File: config.mk
export PLATFORM = sky130hd
export DESIGN_NAME = alu_result_stage
export DESIGN_NICKNAME = d
export VERILOG_FILES = /design/src/rtl/alu_stage_pkg.sv /design/src/rtl/alu_result_stage_jump_cond_eval.sv /design/src/rtl/alu_result_stage.sv
export SDC_FILE = /design/constraint.sdc
export NUM_CORES = 1
export LEC_CHECK = 0
export BUFFER_PORTS_ARGS = -buffer_cell sky130_fd_sc_hd__buf_2
export CAP_MARGIN = 25
export CORE_MARGIN = 5
export CORE_UTILIZATION = 45
export CTS_BUF_LIST = sky130_fd_sc_hd__clkbuf_4 sky130_fd_sc_hd__clkbuf_8 sky130_fd_sc_hd__clkbuf_16
export CTS_CLUSTER_SIZE = 30
export DETAILED_ROUTE_END_ITERATION = 16
export GPL_ROUTABILITY_DRIVEN = 0
export PLACE_DENSITY = 0.67
export SLEW_MARGIN = 0
export SYNTH_ARGS = -nofsm -noshare
export SYNTH_HDL_FRONTEND = slang
export SYNTH_SLANG_ARGS = --single-unit
File: constraint.sdc
create_clock -name clk -period 3.6 [get_ports clk]
set_input_delay 0.36 -clock clk [delete_from_list [all_inputs] [get_ports clk]]
set_output_delay 0.36 -clock clk [all_outputs]
set_load 0.03 [all_outputs]
File: src/rtl/alu_stage_pkg.sv
// Shared types for the ALU result stage: buffer states, jump condition codes
// and the flag portion of a buffered entry.
package alu_stage_pkg;

  typedef enum logic [1:0] {
    EMPTY = 2'd0,
    ONE   = 2'd1,
    TWO   = 2'd2
  } state_e;

  localparam logic [2:0] JC_ALWAYS = 3'd0;
  localparam logic [2:0] JC_C      = 3'd1;
  localparam logic [2:0] JC_Z      = 3'd2;
  localparam logic [2:0] JC_N      = 3'd3;
  localparam logic [2:0] JC_NC     = 3'd4;
  localparam logic [2:0] JC_NZ     = 3'd5;
  localparam logic [2:0] JC_NN     = 3'd6;
  localparam logic [2:0] JC_NEVER  = 3'd7;

  // The result field width is a module parameter, so the package carries the
  // flag part of an entry and the top wraps it with the result.
  typedef struct packed {
    logic c;
    logic z;
    logic n;
  } entry_flags_t;

endpackage

File: src/rtl/alu_result_stage_jump_cond_eval.sv
// Combinational branch condition evaluation on the head entry's flags.
module jump_cond_eval
  import alu_stage_pkg::*;
(
  input  logic         valid,
  input  logic [2:0]   cond,
  input  entry_flags_t flags,
  output logic         taken
);

  always_comb begin
    taken = 1'b0;
    if (valid) begin
      case (cond)
        JC_ALWAYS: taken = 1'b1;
        JC_C:      taken = flags.c;
        JC_Z:      taken = flags.z;
        JC_N:      taken = flags.n;
        JC_NC:     taken = ~flags.c;
        JC_NZ:     taken = ~flags.z;
        JC_NN:     taken = ~flags.n;
        default:   taken = 1'b0;
      endcase
    end
  end

endmodule

File: src/rtl/alu_result_stage.sv
// Two-entry skid buffer between the ALU and its consumer, with an architectural
// flags register. Define ALU_STAGE_JUMP_EVAL_EN to add jump condition evaluation.
module alu_result_stage
  import alu_stage_pkg::*;
#(
  parameter int DATA_W = 8
) (
  input  logic              clk,
  input  logic              reset,
  input  logic              in_valid,
  output logic              in_ready,
  input  logic [DATA_W-1:0] alu_result,
  input  logic              carry,
  input  logic              zero,
  input  logic              negative,
  output logic              out_valid,
  input  logic              out_ready,
  output logic [DATA_W-1:0] out_data,
  output logic              out_carry,
  output logic              out_zero,
  output logic              out_negative,
  output logic              flag_c,
  output logic              flag_z,
  output logic              flag_n
`ifdef ALU_STAGE_JUMP_EVAL_EN
  ,
  input  logic [2:0]        jump_cond,
  output logic              jump_taken
`endif
);

  typedef struct packed {
    logic [DATA_W-1:0] result;
    entry_flags_t      flags;
  } entry_t;

  state_e       state_q, state_d;
  entry_t       head_q, head_d;
  entry_t       tail_q, tail_d;
  entry_flags_t arch_q, arch_d;
  logic         in_ready_q, in_ready_d;
  entry_t       in_entry;
  logic         push, pop;

  assign in_entry  = '{result: alu_result, flags: '{c: carry, z: zero, n: negative}};
  assign out_valid = (state_q != EMPTY);
  assign push      = in_valid & in_ready_q;
  assign pop       = out_valid & out_ready;

  always_comb begin
    state_d = state_q;
    head_d  = head_q;
    tail_d  = tail_q;
    arch_d  = arch_q;
    unique case (state_q)
      EMPTY: begin
        if (push) begin
          state_d = ONE;
          head_d  = in_entry;
        end
      end
      ONE: begin
        if (push && pop) begin
          head_d = in_entry;
        end else if (push) begin
          state_d = TWO;
          tail_d  = in_entry;
        end else if (pop) begin
          state_d = EMPTY;
        end
      end
      TWO: begin
        // in_ready is low here, so only a pop can happen; the skid entry moves up.
        if (pop) begin
          state_d = ONE;
          head_d  = tail_q;
        end
      end
      default: state_d = EMPTY;
    endcase
    if (pop) begin
      arch_d = head_q.flags;
    end
    in_ready_d = (state_d != TWO);
  end

  always_ff @(posedge clk) begin
    if (reset) begin
      state_q    <= EMPTY;
      in_ready_q <= 1'b0;
      arch_q     <= '0;
      head_q     <= '0;
    end else begin
      state_q    <= state_d;
      in_ready_q <= in_ready_d;
      arch_q     <= arch_d;
      head_q     <= head_d;
    end
  end

  // The skid slot is only read in TWO, so it needs no reset.
  always_ff @(posedge clk) begin
    tail_q <= tail_d;
  end

  assign in_ready     = in_ready_q;
  assign out_data     = head_q.result;
  assign out_carry    = head_q.flags.c;
  assign out_zero     = head_q.flags.z;
  assign out_negative = head_q.flags.n;
  assign flag_c       = arch_q.c;
  assign flag_z       = arch_q.z;
  assign flag_n       = arch_q.n;

`ifdef ALU_STAGE_JUMP_EVAL_EN
  jump_cond_eval u_jump_cond_eval (
    .valid (out_valid),
    .cond  (jump_cond),
    .flags (head_q.flags),
    .taken (jump_taken)
  );
`endif

endmodule

Word-level counts from Yosys, hierarchy flattened
Index checks and enable logic that the tools add are counted.
W data, S select, Z words.

storage, ports and cells
  bits in registers = 28
  word-level logic and storage cells = 38

operators by class
  eq/ne operators = 6
  muxes and demuxes = 10
  bitwise logic cells = 3
  reduce and logical (&&, ||, !) cells = 6

operators by type and width
  operator              count
  $mux W11              3
  $pmux W11 S3          1
  $mux W2               5
  $ne A2 B2 Y1 const B  4
  $pmux W2 S3           1
  $reduce_and A4 Y1     1
  $reduce_and A3 Y1     1
  $reduce_bool A3 Y1    1
  $and A1 B1 Y1         2
  $eq A2 B1 Y1 const B  1
  $eq A2 B2 Y1 const B  1
  $logic_not A2 Y1      1
  $reduce_bool A2 Y1    1
  $logic_and A1 B1 Y1   1
  $not A1 Y1            1

Logic depth before layout (Yosys ltp)
Gate-level depths: netlist of run 1.

  depth after elaboration = 7
  depth in mapped cells = 6

Least setup slack after synthesis of run 1
Ideal clock, no wire load.

  kind = register to register
  from = reg in_ready_q (netlist: in_ready)
  to = reg tail_q[0] (netlist name), enable pin
  library setup time = 0.396 ns
  arrival = 1.609 ns
  data required time = 3.204 ns
  setup slack = 1.596 ns
  cell stages (with the launch flop) = 3
  path buffers = 0
  clock period less this slack = 2.004 ns
  cells stage by stage = dfxtp_1 nand2_1 nor3b_1

on the way
  cells in the longest elaborated chain, start to end = 4

ends and longest elaborated chain
  what                             line                     text
  start, declared                  alu_result_stage.sv:41   logic in_ready_q, in_ready_d;
  start signal, assigned           alu_result_stage.sv:95   in_ready_q <= in_ready_d;
  $and A1 B1 Y1 (*)                alu_result_stage.sv:47   assign push = in_valid & in_ready_q;
  $logic_and A1 B1 Y1              alu_result_stage.sv:63   if (push && pop) begin
  $not A1 Y1 (no line)             n/a
  $reduce_and A3 Y1 (no line) (*)  n/a
  end signal, assigned             alu_result_stage.sv:103  tail_q <= tail_d;
  end, declared                    alu_result_stage.sv:39   entry_t tail_q, tail_d;

Every way passes the cells marked *; elsewhere a longest branch is shown, timed or not.
A chain may end at the register's enable or synchronous reset.

Final worst setup path of run 1
  from = reg state_q[1]
  to = reg head_q, in the netlist out_data[5]

on the way
  cells in the longest elaborated chain, start to end = 5
  elaborated cells between the ends (all ways) = 12
  classes of those cells = 5 x eq/ne; 1 x mux; 1 x bitwise; 5 x reduce/logical

ends and longest elaborated chain
  what                         line                    text
  start, declared              alu_result_stage.sv:37  state_e state_q, state_d;
  start signal, assigned       alu_result_stage.sv:94  state_q <= state_d;
  $reduce_bool A2 Y1           alu_result_stage.sv:46  assign out_valid = (state_q != EMPTY);
  $and A1 B1 Y1                alu_result_stage.sv:48  assign pop = out_valid & out_ready;
  $logic_and A1 B1 Y1          alu_result_stage.sv:63
  $ne A2 B2 Y1 (no line)       n/a
  $reduce_and A4 Y1 (no line)  n/a
  end signal, assigned         alu_result_stage.sv:92  head_q <= '0;
  end signal, assigned         alu_result_stage.sv:97  head_q <= head_d;
  end, declared                alu_result_stage.sv:38  entry_t head_q, head_d;

Several ways; a longest one is shown, not always the timed one.

==> qor.csv, run 1 <==
stage;metric;value;unit
sta;RSZ-0062 raised after global routing;no;
critical_path;critical path launch point type;flop;
clock_tree;CTS tree;done;
job;max-cap viol count;0;
synthesis;Post-Synth Adder-Cell Area;0;%
place;Final HPWL DP;1483;µm
sta;Slew @ Worst Pin;0.7572;ns
routing;DRC Markers;0;
synthesis;sequential area share after synthesis;59.16;%
final_layout;commonest non-fill, non-tap cell in the layout;buf_2;
critical_path;Largest delay share family, worst path;simple AND/OR/NAND/NOR gates;
sta;final setup vio count;0;
clock_tree;root buf cell;clkbuf_4;
routing;1st-iter DRT viols;14;
grt;first-pass GRT wire length;3346;µm
clock_tree;Max clock buf depth;2;
clock_tree;post-CTS sizing;0;
grt;GRT Total Usage;12.39;%
routing;total wire length;2007;µm
clock_tree;cts bufs inserted;3;
synthesis;Ys Warns;0;
place;Placed Area;0.001291;mm²
final_layout;Layout Nets;135;
routing;Avg WL per Cell;13.47;µm
synthesis;simple-gate share of the synthesized area;10.82;%
sta;Slew HR;49.30;%
clock_tree;hold_buf cts;0;
power;Static Leakage;0.6200;nW
floorplanning;die width;60.19;µm
synthesis;Avg Cell Area, Syn;12.60;µm²
critical_path;kind of critical path;reg -> reg;
synthesis;Synth Area in XOR/XNOR;0;%
routing;routed vias/inst;4.980;
clock_tree;clk_lat worst skew;0.31;ns
final_layout;cell area after layout;0.001321;mm²
synthesis;mux share of post-synthesis cell area;24.17;%
synthesis;flops & latches, synth;28;
floorplanning;full die area;0.003623;mm²
synthesis;Syn Std Cell Area;0.001134;mm²
critical_path;worst path required time;3.82;ns
sta;hold_ws;0.2214;ns
critical_path;Crit path largest cell delay;0.59;ns
sta;Period minus WS final;1.803;ns
critical_path;Data arrival, critical path;2.02;ns
critical_path;slowest library cell on the worst path;nor2b_2;
final_layout;Fillers;220;
place;Port Buffers;30;
final_layout;most frequent cells in the layout;buf_2 (30), nor2_1 (17), dfxtp_1 (17), mux2i_1 (15);
worst_hold_path;Hold Path Class;in -> reg;
floorplanning;Cell Rows;18;
critical_path;CP Cell Sequence;nor2b_2 -> mux2_2 -> mux2i_1 -> nor2_1;
synthesis;Mapped Nets;105;
final_layout;Ant. Diodes;0;
sta;Hold Fails Final Rpt;0;
power;Worst VDD drop;251.2;µV
final_layout;area added between synthesis and finish;16.56;%
sta;Final Max Tran Viols;0;
floorplanning;core area;0.002432;mm²
floorplanning;Starting Density;46.60;%
critical_path;WP buf/inv;0;
sta;Max Freq;554.7;MHz
sta;Setup Total Neg Slack;0;ns
grt;global route overflow;0;
status;status;finished, final reports clean;
synthesis;main combinational cell family by area after synthesis;multiplexers;
grt;pin count of the biggest net entering global routing;18;
clock_tree;H-Tree Depth;1;
sta;Final Skew;0.001477;ns
synthesis;synth unique cells;20;
routing;DRT Pass-1 Iters;4;
final_layout;fraction of layout cells with a size suffix above 1;40.34;%
grt;initial antenna violation count;0;
synthesis;Synth Area in Compound Gates;2.759;%
floorplanning;I/O pin cnt;31;
clock_tree;Post-CTS Setup Inserts;0;
sta;Period Utilization, post-route;50.08;%
routing;via count;742;
floorplanning;die extent in y;60.19;µm
routing;Post-DRT Antenna Nets;0;
clock_tree;CTS sink count;28;
critical_path;Critical Path End Type;flop;
power;Power Density;421.9;mW/mm²
clock_tree;Reg clk slew, reported paths;0.14;ns
synthesis;Mapped Cells;90;
grt;vias in the first global route;741;
critical_path;worst-path maximum fanout;12;
==> cells by family after synthesis <==
family,Yosys count
DFF,28
buffers and inverters,5
AOI/OAI and AO/OA,4
muxes,26
and+or+nand+nor,27
==> registers in the layout, summed over array words and instances (netlist names) <==
| name | flops |
|---|---|
| out_carry | 1 |
| in_ready | 1 |
| flag_c | 1 |
| flag_n | 1 |
| out_data | 8 |
| out_negative | 1 |
| flag_z | 1 |
| out_zero | 1 |
| state_q | 2 |
| tail_q | 11 |
==> metrics by stage <==
stage	utilization [%]	total power, mW	setup slack, ns	instances
floorplan	-	0.4050	1.596	90
CTS	54.32	0.5654	1.762	149
global route	54.32	0.5857	1.644	149
global placement	53.09	0.4261	1.839	145
detailed placement	53.09	0.4283	1.786	145
finish	54.32	0.5575	1.797	149
==> worst reg2reg max path, stage by stage, from the launching register on <==
cell and delay, ns:
dfxtp_1 0.52, nor2b_2 0.59, mux2_2 0.41, mux2i_1 0.14, nor2_1 0.05
==> Yosys cell counts <==
master / instances / share of area (%)
clkbuf_1: 1 / 0.33
buf_6: 2 / 2.0
or2_2: 1 / 0.55
nor3b_1: 1 / 0.66
dfxtp_1: 17 / 30
edfxtp_1: 11 / 29
o22a_1: 1 / 0.77
o31a_1: 1 / 0.77
nor2b_1: 2 / 1.1
nor2b_2: 1 / 0.77
mux2i_1: 15 / 13
buf_1: 1 / 0.33
o21a_1: 1 / 0.66
mux2_2: 11 / 11
nor2_1: 17 / 5.6
nand3b_1: 1 / 0.66
buf_2: 1 / 0.44
nor3_1: 1 / 0.44
nand2_1: 3 / 0.99
a31oi_1: 1 / 0.55
==> final cells by class <==
| type | instances | area, µm² | share of cell area (%) |
|---|---|---|---|
| multi-input combinational | 57 | 432.9 | 32.77 |
| sequential | 28 | 670.6 | 50.76 |
| clock buffer | 4 | 30.03 | 2.273 |
| tap | 30 | 37.54 | 2.841 |
| timing repair buffer | 30 | 150.1 | 11.36 |
==> report_power, final <==
part	switching [mW]	internal (mW)	total, mW
combinational	0.0440	0.0310	0.0749
clock	0.0866	0.0508	0.137
sequential	0.00570	0.339	0.345
==> per-layer routing <==
| layer | vias up | track usage [%] | share of wire, % | wire length [µm] |
|---|---|---|---|---|
| met5 | - | 0 | 0 | 0 |
| met4 | 0 | 4.747 | 0.30 | 6 |
| met3 | 2 | 3.456 | 7.0 | 141 |
| met2 | 18 | 19.60 | 46 | 930 |
| met1 | 348 | 15.95 | 46 | 929 |
| li1 | 374 | - | - | - |
==> final timing paths <==
path               startpoint  slack [ns]     endpoint  depth (start not counted)
setup / recovery   state_q[1]        1.80  out_data[5]                          4
setup reg to reg   state_q[1]        1.80  out_data[5]                          4
hold reg to reg   out_data[2]        0.51  out_data[2]                          2
hold / removal       negative        0.22    tail_q[0]                          1
(Power assumes the default switching activity.)
==> run 2: changes to the inputs <==
--- a/config.mk
+++ b/config.mk
@@ -5,6 +5,7 @@
 export SDC_FILE = /design/constraint.sdc
 export NUM_CORES = 1
 export LEC_CHECK = 0
+export ABC_AREA = 1
 export BUFFER_PORTS_ARGS = -buffer_cell sky130_fd_sc_hd__buf_2
 export CAP_MARGIN = 25
 export CORE_MARGIN = 5
==> constraint.sdc (replaced) <==
create_clock -name clk -period 1.7 [get_ports clk]
set_input_delay 0.17 -clock clk [delete_from_list [all_inputs] [get_ports clk]]
set_output_delay 0.17 -clock clk [all_outputs]
set_load 0.03 [all_outputs]
==> run 2 against run 1 <==
Effect of this change: sequential share of layout area is 3.7 points lower; critical path depth rose by 3; count of clock-buffer cells in the layout is the same; hold slack got worse by 0.20 ns; sequential power grew 120%; highest routed layer unchanged.
==> qor.csv, run 2 <==
stage;metric;value;unit;change
grt;initial antenna violation count;0;;unchanged
synthesis;sequential area share after synthesis;56.84;%;-2.3 points
sta;final setup vio count;0;;unchanged
final_layout;Ant. Diodes;0;;unchanged
synthesis;Commonest cells post-synth;nand2_1 (49), nor2_1 (24), dfxtp_1 (17), inv_1 (16);;
final_layout;commonest non-fill, non-tap cell in the layout;nand2_1;;
power;Static Leakage;0.7362;nW;+19%
clock_tree;CTS sink count;28;;unchanged
synthesis;most frequent cell after synthesis;nand2_1;;
routing;via count;986;;+33%
synthesis;area share of the largest cell type after synthesis;28.84;%;-1.2 points
floorplanning;full die area;0.003746;mm²;+3.4%
clock_tree;H-Tree Depth;1;;unchanged
sta;Period Utilization, post-route;86.25;%;+36 points
final_layout;Fillers;259;;+18%
routing;total wire length;2386;µm;+19%
routing;routed vias/inst;4.629;;-7.0%
worst_hold_path;Hold Path Origin;alu_result[2];;
critical_path;worst path required time;1.97;ns;-1.85 ns
status;status;finished, final reports clean;;
critical_path;Critical Path End Type;flop;;
routing;Avg WL per Cell;11.20;µm;-17%
floorplanning;I/O pin cnt;31;;unchanged
sta;Period minus WS final;1.466;ns;-0.3365 ns
final_layout;area added between synthesis and finish;20.68;%;
sta;Final Skew;0.005065;ns;+0.003588 ns
critical_path;critical path launch point type;flop;;
place;Final HPWL DP;1761;µm;+19%
floorplanning;die extent in y;61.21;µm;+1.7%
clock_tree;Reg clk slew, reported paths;0.15;ns;about the same
critical_path;Data arrival, critical path;1.74;ns;-0.28 ns
critical_path;Setup crit start;state_q[0];;
sta;Hold Fails Final Rpt;0;;unchanged
critical_path;kind of critical path;reg -> reg;;
floorplanning;Starting Density;47.20;%;+0.59 points
clock_tree;cts bufs inserted;3;;unchanged
floorplanning;core area;0.002500;mm²;+2.8%
final_layout;utilization after layout;56.96;%;+2.6 points
final_layout;most frequent cells in the layout;nand2_1 (49), buf_2 (30), nor2_1 (24), dfxtp_1 (17), inv_1 (16);;
grt;first-pass GRT wire length;3884;µm;+16%
final_layout;fraction of layout cells with a size suffix above 1;23.50;%;-17 points
critical_path;r2r startpoint;state_q[0];;
synthesis;top cells by area, synth;dfxtp_1 (29%), edfxtp_1 (28%), nand2_1 (16%);;
synthesis;Async SR Flop Fraction;0;%;unchanged
final_layout;largest reg by FF count;tail_q;;
clock_tree;post-CTS sizing;0;;unchanged
power;Power Density;946.3;mW/mm²;+120%
grt;global route overflow;0;;unchanged
synthesis;Most used DFF post-synth;dfxtp_1;;
final_layout;max FFs per register;11;;unchanged
sta;Setup Total Neg Slack;0;ns;unchanged
synthesis;Mapped Nets;164;;+56%
critical_path;r2r setup slk;0.23;ns;-1.56 ns
floorplanning;die width;61.21;µm;+1.7%
synthesis;number of enable flip-flop cells after synthesis;11;;unchanged
routing;DRC Markers;0;;unchanged
clock_tree;CTS tree;done;;
clock_tree;Post-CTS Setup Inserts;0;;unchanged
critical_path;reg2reg end;out_data[4];;
clock_tree;root buf cell;clkbuf_4;;
synthesis;dominant cell type by area after synthesis;dfxtp_1;;
power;Worst VDD drop;574.7;µV;+130%
synthesis;Mapped Cells;149;;+66%
routing;1st-iter DRT viols;64;;+50
grt;GRT Total Usage;13.94;%;+1.6 points
clock_tree;Max clock buf depth;2;;unchanged
sta;Final Max Tran Viols;0;;unchanged
final_layout;Layout Nets;199;;+47%
critical_path;R2R depth;7;;+3
sta;Slew HR;73.21;%;+24 points
job;max-cap viol count;0;;unchanged
synthesis;flops & latches, synth;28;;unchanged
worst_hold_path;Hold Path Class;in -> reg;;
synthesis;Ys Warns;0;;unchanged
floorplanning;Cell Rows;18;;unchanged
synthesis;synth unique cells;17;;-15%
synthesis;Syn Std Cell Area;0.001180;mm²;+4.1%
sta;Max Freq;682.0;MHz;+23%
synthesis;Avg Cell Area, Syn;7.919;µm²;-37%
routing;DRT Pass-1 Iters;4;;unchanged
sta;Slew @ Worst Pin;0.4014;ns;-0.3558 ns
critical_path;worst-path maximum fanout;23;;+11
place;Port Buffers;30;;unchanged
critical_path;CP endpoint;out_data[4];;
clock_tree;clk_lat worst skew;0.32;ns;about the same
sta;RSZ-0062 raised after global routing;no;;
routing;Post-DRT Antenna Nets;0;;unchanged
grt;pin count of the biggest net entering global routing;24;;+6
grt;vias in the first global route;914;;+23%
run 2: cell count changes in the layout (fill, tap and decap cells not counted), sizes merged, moves of 3 or more:
cell,before,now
mux2,11,0
dlygate4sd3,0,3
nor2b,3,0
a21oi,0,6
nand3,0,12
buf,30,33
mux2i,15,0
o21ai,0,3
nor2,17,25
inv,0,17
nand2,3,51
run 2: cell type report:
cell class	instances	area, µm²	share of cell area [%]
Timing Repair Buffer	36	202.7	14.24
Clock buffer	4	36.28	2.548
Multi-Input combinational cell	98	412.9	29.00
Sequential cell	28	670.6	47.10
Tap cell	30	37.54	2.636
Inverter	17	63.81	4.482
run 2: cell families (layout without fill, tap and decap cells):
kind of cell | count (synthesis) | count (layout) | synth area share (%)
AOI/OAI and AO/OA | 9 | 9 | 3.817
buffers and inverters | 23 | 57 | 8.589
DFF | 28 | 28 | 56.84
and+or+nand+nor | 89 | 89 | 30.75
run 2: worst min-delay path by stage:
stage                            to  slack [ns]  cells after the start
final                     tail_q[5]        0.02                      1
after global routing      tail_q[9]      0.0005                      1
after CTS                 tail_q[8]        0.01                      1
after detailed placement  tail_q[8]        0.36                      1
after global placement    tail_q[8]        0.36                      1
after floorplan            in_ready        0.24                      1
run 2: critical path, cell delays in order (launching register included):
cell	delay, ns
dfxtp_1	0.36
inv_1	0.30
nand2_1	0.13
nand2_1	0.10
nand2_2	0.22
nand2_1	0.14
nand2_1	0.06
nor2_1	0.10
run 2: through the flow:
step | area, µm² | cells | hold WS (ns) | worst slack (ns) | power, mW
finish | 1424 | 213 | 0.02301 | 0.2337 | 1.347
global route | 1424 | 213 | 0.0004940 | 0.01724 | 1.430
floorplan | 1185 | 149 | 0.2391 | 0.1693 | 0.9641
CTS | 1394 | 210 | 0.01269 | 0.2512 | 1.359
global placement | 1358 | 206 | 0.3623 | 0.3467 | 1.031
detailed placement | 1358 | 206 | 0.3639 | 0.2805 | 1.038
run 2: routing by layer:
metal	routed length, µm	global-route usage [%]	vias to the layer above
li1	-	-	525
met1	1113	17.69	435
met2	1142	24.02	22
met3	105	2.306	4
met4	25	4.644	0
met5	0	0	-
run 2: where the power goes:
group	switching [mW]	internal (mW)	leakage [nW]
clock	0.191	0.131	0.0210
combinational	0.187	0.0845	0.476
sequential	0.0186	0.736	0.239
total	0.396	0.951	0.736
run 2: repair_timing:
| action | CTS | global route |
|---|---|---|
| endpoints found under the setup margin | 0 | 0 |
| hold endpoints to repair | 0 | 3 |
| hold buffers | 0 | 3 |
==> run 3: changes to the inputs <==
--- a/config.mk
+++ b/config.mk
@@ -8,13 +8,16 @@
 export ABC_AREA = 1
 export BUFFER_PORTS_ARGS = -buffer_cell sky130_fd_sc_hd__buf_2
 export CAP_MARGIN = 25
+export CELL_PAD_IN_SITES_DETAIL_PLACEMENT = 1
+export CELL_PAD_IN_SITES_GLOBAL_PLACEMENT = 1
+export CORE_ASPECT_RATIO = 1.25
 export CORE_MARGIN = 5
-export CORE_UTILIZATION = 45
+export CORE_UTILIZATION = 36
 export CTS_BUF_LIST = sky130_fd_sc_hd__clkbuf_4 sky130_fd_sc_hd__clkbuf_8 sky130_fd_sc_hd__clkbuf_16
 export CTS_CLUSTER_SIZE = 30
 export DETAILED_ROUTE_END_ITERATION = 16
 export GPL_ROUTABILITY_DRIVEN = 0
-export PLACE_DENSITY = 0.67
+export PLACE_DENSITY = 0.73
 export SLEW_MARGIN = 0
 export SYNTH_ARGS = -nofsm -noshare
 export SYNTH_HDL_FRONTEND = slang
==> run 3 against run 2 <==
Effect of this change: utilization down 13 points; design area decreased by 0.62%; first-iteration DRC count fell by 39%; clock power grew 21%; non-clock buffer count is 3 lower; register-to-register slack improved by 0.02 ns; combinational power hardly changed; critical path depth fell by 1; via count increased by 1.6%; setup slack better by 0.020 ns; power is 5.2% higher; die area grew 21%.
==> qor.csv, run 3 (synthesis gave the netlist of run 2 again) <==
stage;metric;value;unit;change
power;Power Total;1.418;mW;+5.2%
clock_tree;CTS sink count;28;;unchanged
routing;1st-iter DRT viols;39;;-39%
place;Post-Place Worst Slack;0.2451;ns;-0.03539 ns
sta;final setup vio count;0;;unchanged
sta;Setup Total Neg Slack;0;ns;unchanged
power;logic gate share of total power;19.2;%;-0.9 points
clock_tree;H-Tree Depth;1;;unchanged
power;clock power share;27.6;%;+3.7 points
grt;pin count of the biggest net entering global routing;24;;unchanged
sta;Slew HR;72.87;%;-0.35 points
power;Seq pwr share;53.3;%;-2.7 points
critical_path;worst-path maximum fanout;23;;unchanged
critical_path;WP buf/inv;1;;unchanged
routing;via count;1002;;+1.6%
routing;DRC Markers;0;;unchanged
critical_path;r2r setup slk;0.25;ns;+0.02 ns
sta;Hold Fails Final Rpt;0;;unchanged
routing;DRT Pass-1 Iters;4;;unchanged
critical_path;Setup crit start;state_q[0];;
power;internal power;0.9996;mW;+5.1%
sta;Final Max Tran Viols;0;;unchanged
clock_tree;clk_lat worst skew;0.28;ns;-0.04 ns
floorplanning;Cell Rows;23;;+5
critical_path;Largest delay share family, worst path;simple AND/OR/NAND/NOR gates;;
critical_path;critical path launch point type;flop;;
clock_tree;cts bufs inserted;3;;unchanged
sta;min setup slack post-route;0.2535;ns;+0.01983 ns
clock_tree;Reg clk slew, reported paths;0.10;ns;-0.05 ns
power;Static Leakage;0.7288;nW;-1.0%
clock_tree;Post-CTS Setup Inserts;0;;unchanged
final_layout;fraction of layout cells with a size suffix above 1;23.89;%;+0.39 points
floorplanning;full die area;0.004529;mm²;+21%
place;Placed Area;0.001366;mm²;+0.65%
routing;routed vias/inst;4.618;;-0.25%
final_layout;max FFs per register;11;;unchanged
clock_tree;root buf cell;clkbuf_8;;
routing;total wire length;2863;µm;+20%
clock_tree;post-CTS sizing;0;;unchanged
floorplanning;Starting Density;36.94;%;-10 points
place;Final HPWL DP;2183;µm;+24%
power;Power Density;1002;mW/mm²;+5.9%
final_layout;largest reg by FF count;tail_q;;
grt;GRT Total Usage;13.97;%;+0.031 points
sta;Max Freq;691.3;MHz;+1.4%
routing;Post-DRT Antenna Nets;0;;unchanged
grt;initial antenna violation count;0;;unchanged
sta;Period Utilization, post-route;85.09;%;-1.2 points
critical_path;CP Cell Sequence;inv_1 -> nand2_1 -> nand2_1 -> nand2_2 -> nor2_1 -> nor2_1;;
grt;vias in the first global route;1026;;+12%
floorplanning;die extent in y;74.01;µm;+21%
place;Port Buffers;30;;unchanged
power;Psw;0.4186;mW;+5.6%
clock_tree;CTS tree;done;;
sta;Period minus WS final;1.446;ns;-0.01983 ns
routing;Avg WL per Cell;13.19;µm;+18%
critical_path;r2r startpoint;state_q[0];;
sta;Final Skew;0.005735;ns;+0.0006692 ns
worst_hold_path;Hold Path Class;in -> reg;;
place;placed insts;213;;+3.4%
status;status;finished, final reports clean;;
critical_path;Data arrival, critical path;1.62;ns;-0.12 ns
final_layout;cell area after layout;0.001415;mm²;-0.62%
final_layout;area added between synthesis and finish;19.94;%;
critical_path;Crit path largest cell delay;0.34;ns;-0.02 ns
final_layout;Ant. Diodes;0;;unchanged
clock_tree;Max clock buf depth;2;;unchanged
critical_path;worst path required time;1.87;ns;-0.10 ns
floorplanning;I/O pin cnt;31;;unchanged
grt;first-pass GRT wire length;4629;µm;+19%
critical_path;slowest library cell on the worst path;dfxtp_1;;
final_layout;Layout Nets;196;;-1.5%
worst_hold_path;Hold Path Origin;alu_result[6];;
sta;RSZ-0062 raised after global routing;no;;
power;Worst VDD drop;521.0;µV;-9.3%
final_layout;commonest non-fill, non-tap cell in the layout;nand2_1;;
job;max-cap viol count;0;;unchanged
clock_tree;hold_buf cts;0;;unchanged
critical_path;Critical Path End Type;flop;;
critical_path;kind of critical path;reg -> reg;;
power;switching share of power;29.52;%;+0.11 points
grt;global route overflow;0;;unchanged
final_layout;most frequent cells in the layout;nand2_1 (49), buf_2 (30), nor2_1 (24), dfxtp_1 (17), inv_1 (16);;
final_layout;Layout Cells excl Fill;217;;+1.9%
sta;Slew @ Worst Pin;0.4065;ns;+0.005184 ns
floorplanning;core area;0.003194;mm²;+28%
floorplanning;die width;61.21;µm;unchanged
==> run 3: final timing paths <==
check                 to  depth (start not counted)
max          out_data[5]                          6
min            tail_q[9]                          1
max reg2reg  out_data[5]                          6
min reg2reg       flag_z                          2
==> run 3: final cells by class <==
class | instances | area (µm²)
Clock buffer | 4 | 48.80
Timing Repair Buffer | 33 | 172.7
Tap cell | 37 | 46.29
Sequential cell | 28 | 670.6
Fill cell | 414 | 1779
Inverter | 17 | 63.81
Multi-Input combinational cell | 98 | 412.9
==> run 3: worst register-to-register path: cells and delay by family, from the launching register on <==
kind,cells,cell delay (ns)
and+or+nand+nor,5,0.72
buffers and inverters,1,0.29
DFF,1,0.34
==> run 3: through the flow <==
| step | util (%) | hold slack [ns] |
|---|---|---|
| after floorplan | - | 0.2391 |
| after global placement | 42.77 | 0.3619 |
| after detailed placement | 42.77 | 0.3647 |
| after CTS | 44.30 | 0.06863 |
| after global routing | 44.30 | 0.05926 |
| final | 44.30 | 0.07660 |
==> run 3: per-layer routing <==
metal	vias up	track usage, %	wire length [µm]
li1	520	-	-
met1	455	17.55	1221
met2	23	23.53	1459
met3	4	2.083	150
met4	0	5.783	31
met5	-	0	0
==> run 3: power groups by stage <==
stage          Sequential [mW]  Combinational, mW  Clock, mW
4_1_cts                  0.756              0.279      0.408
3_5_place_dp             0.771              0.278          0
5_1_grt                  0.760              0.306      0.435
2_1_floorplan            0.835              0.129          0
3_3_place_gp             0.769              0.267          0
6_report                 0.755              0.272      0.391
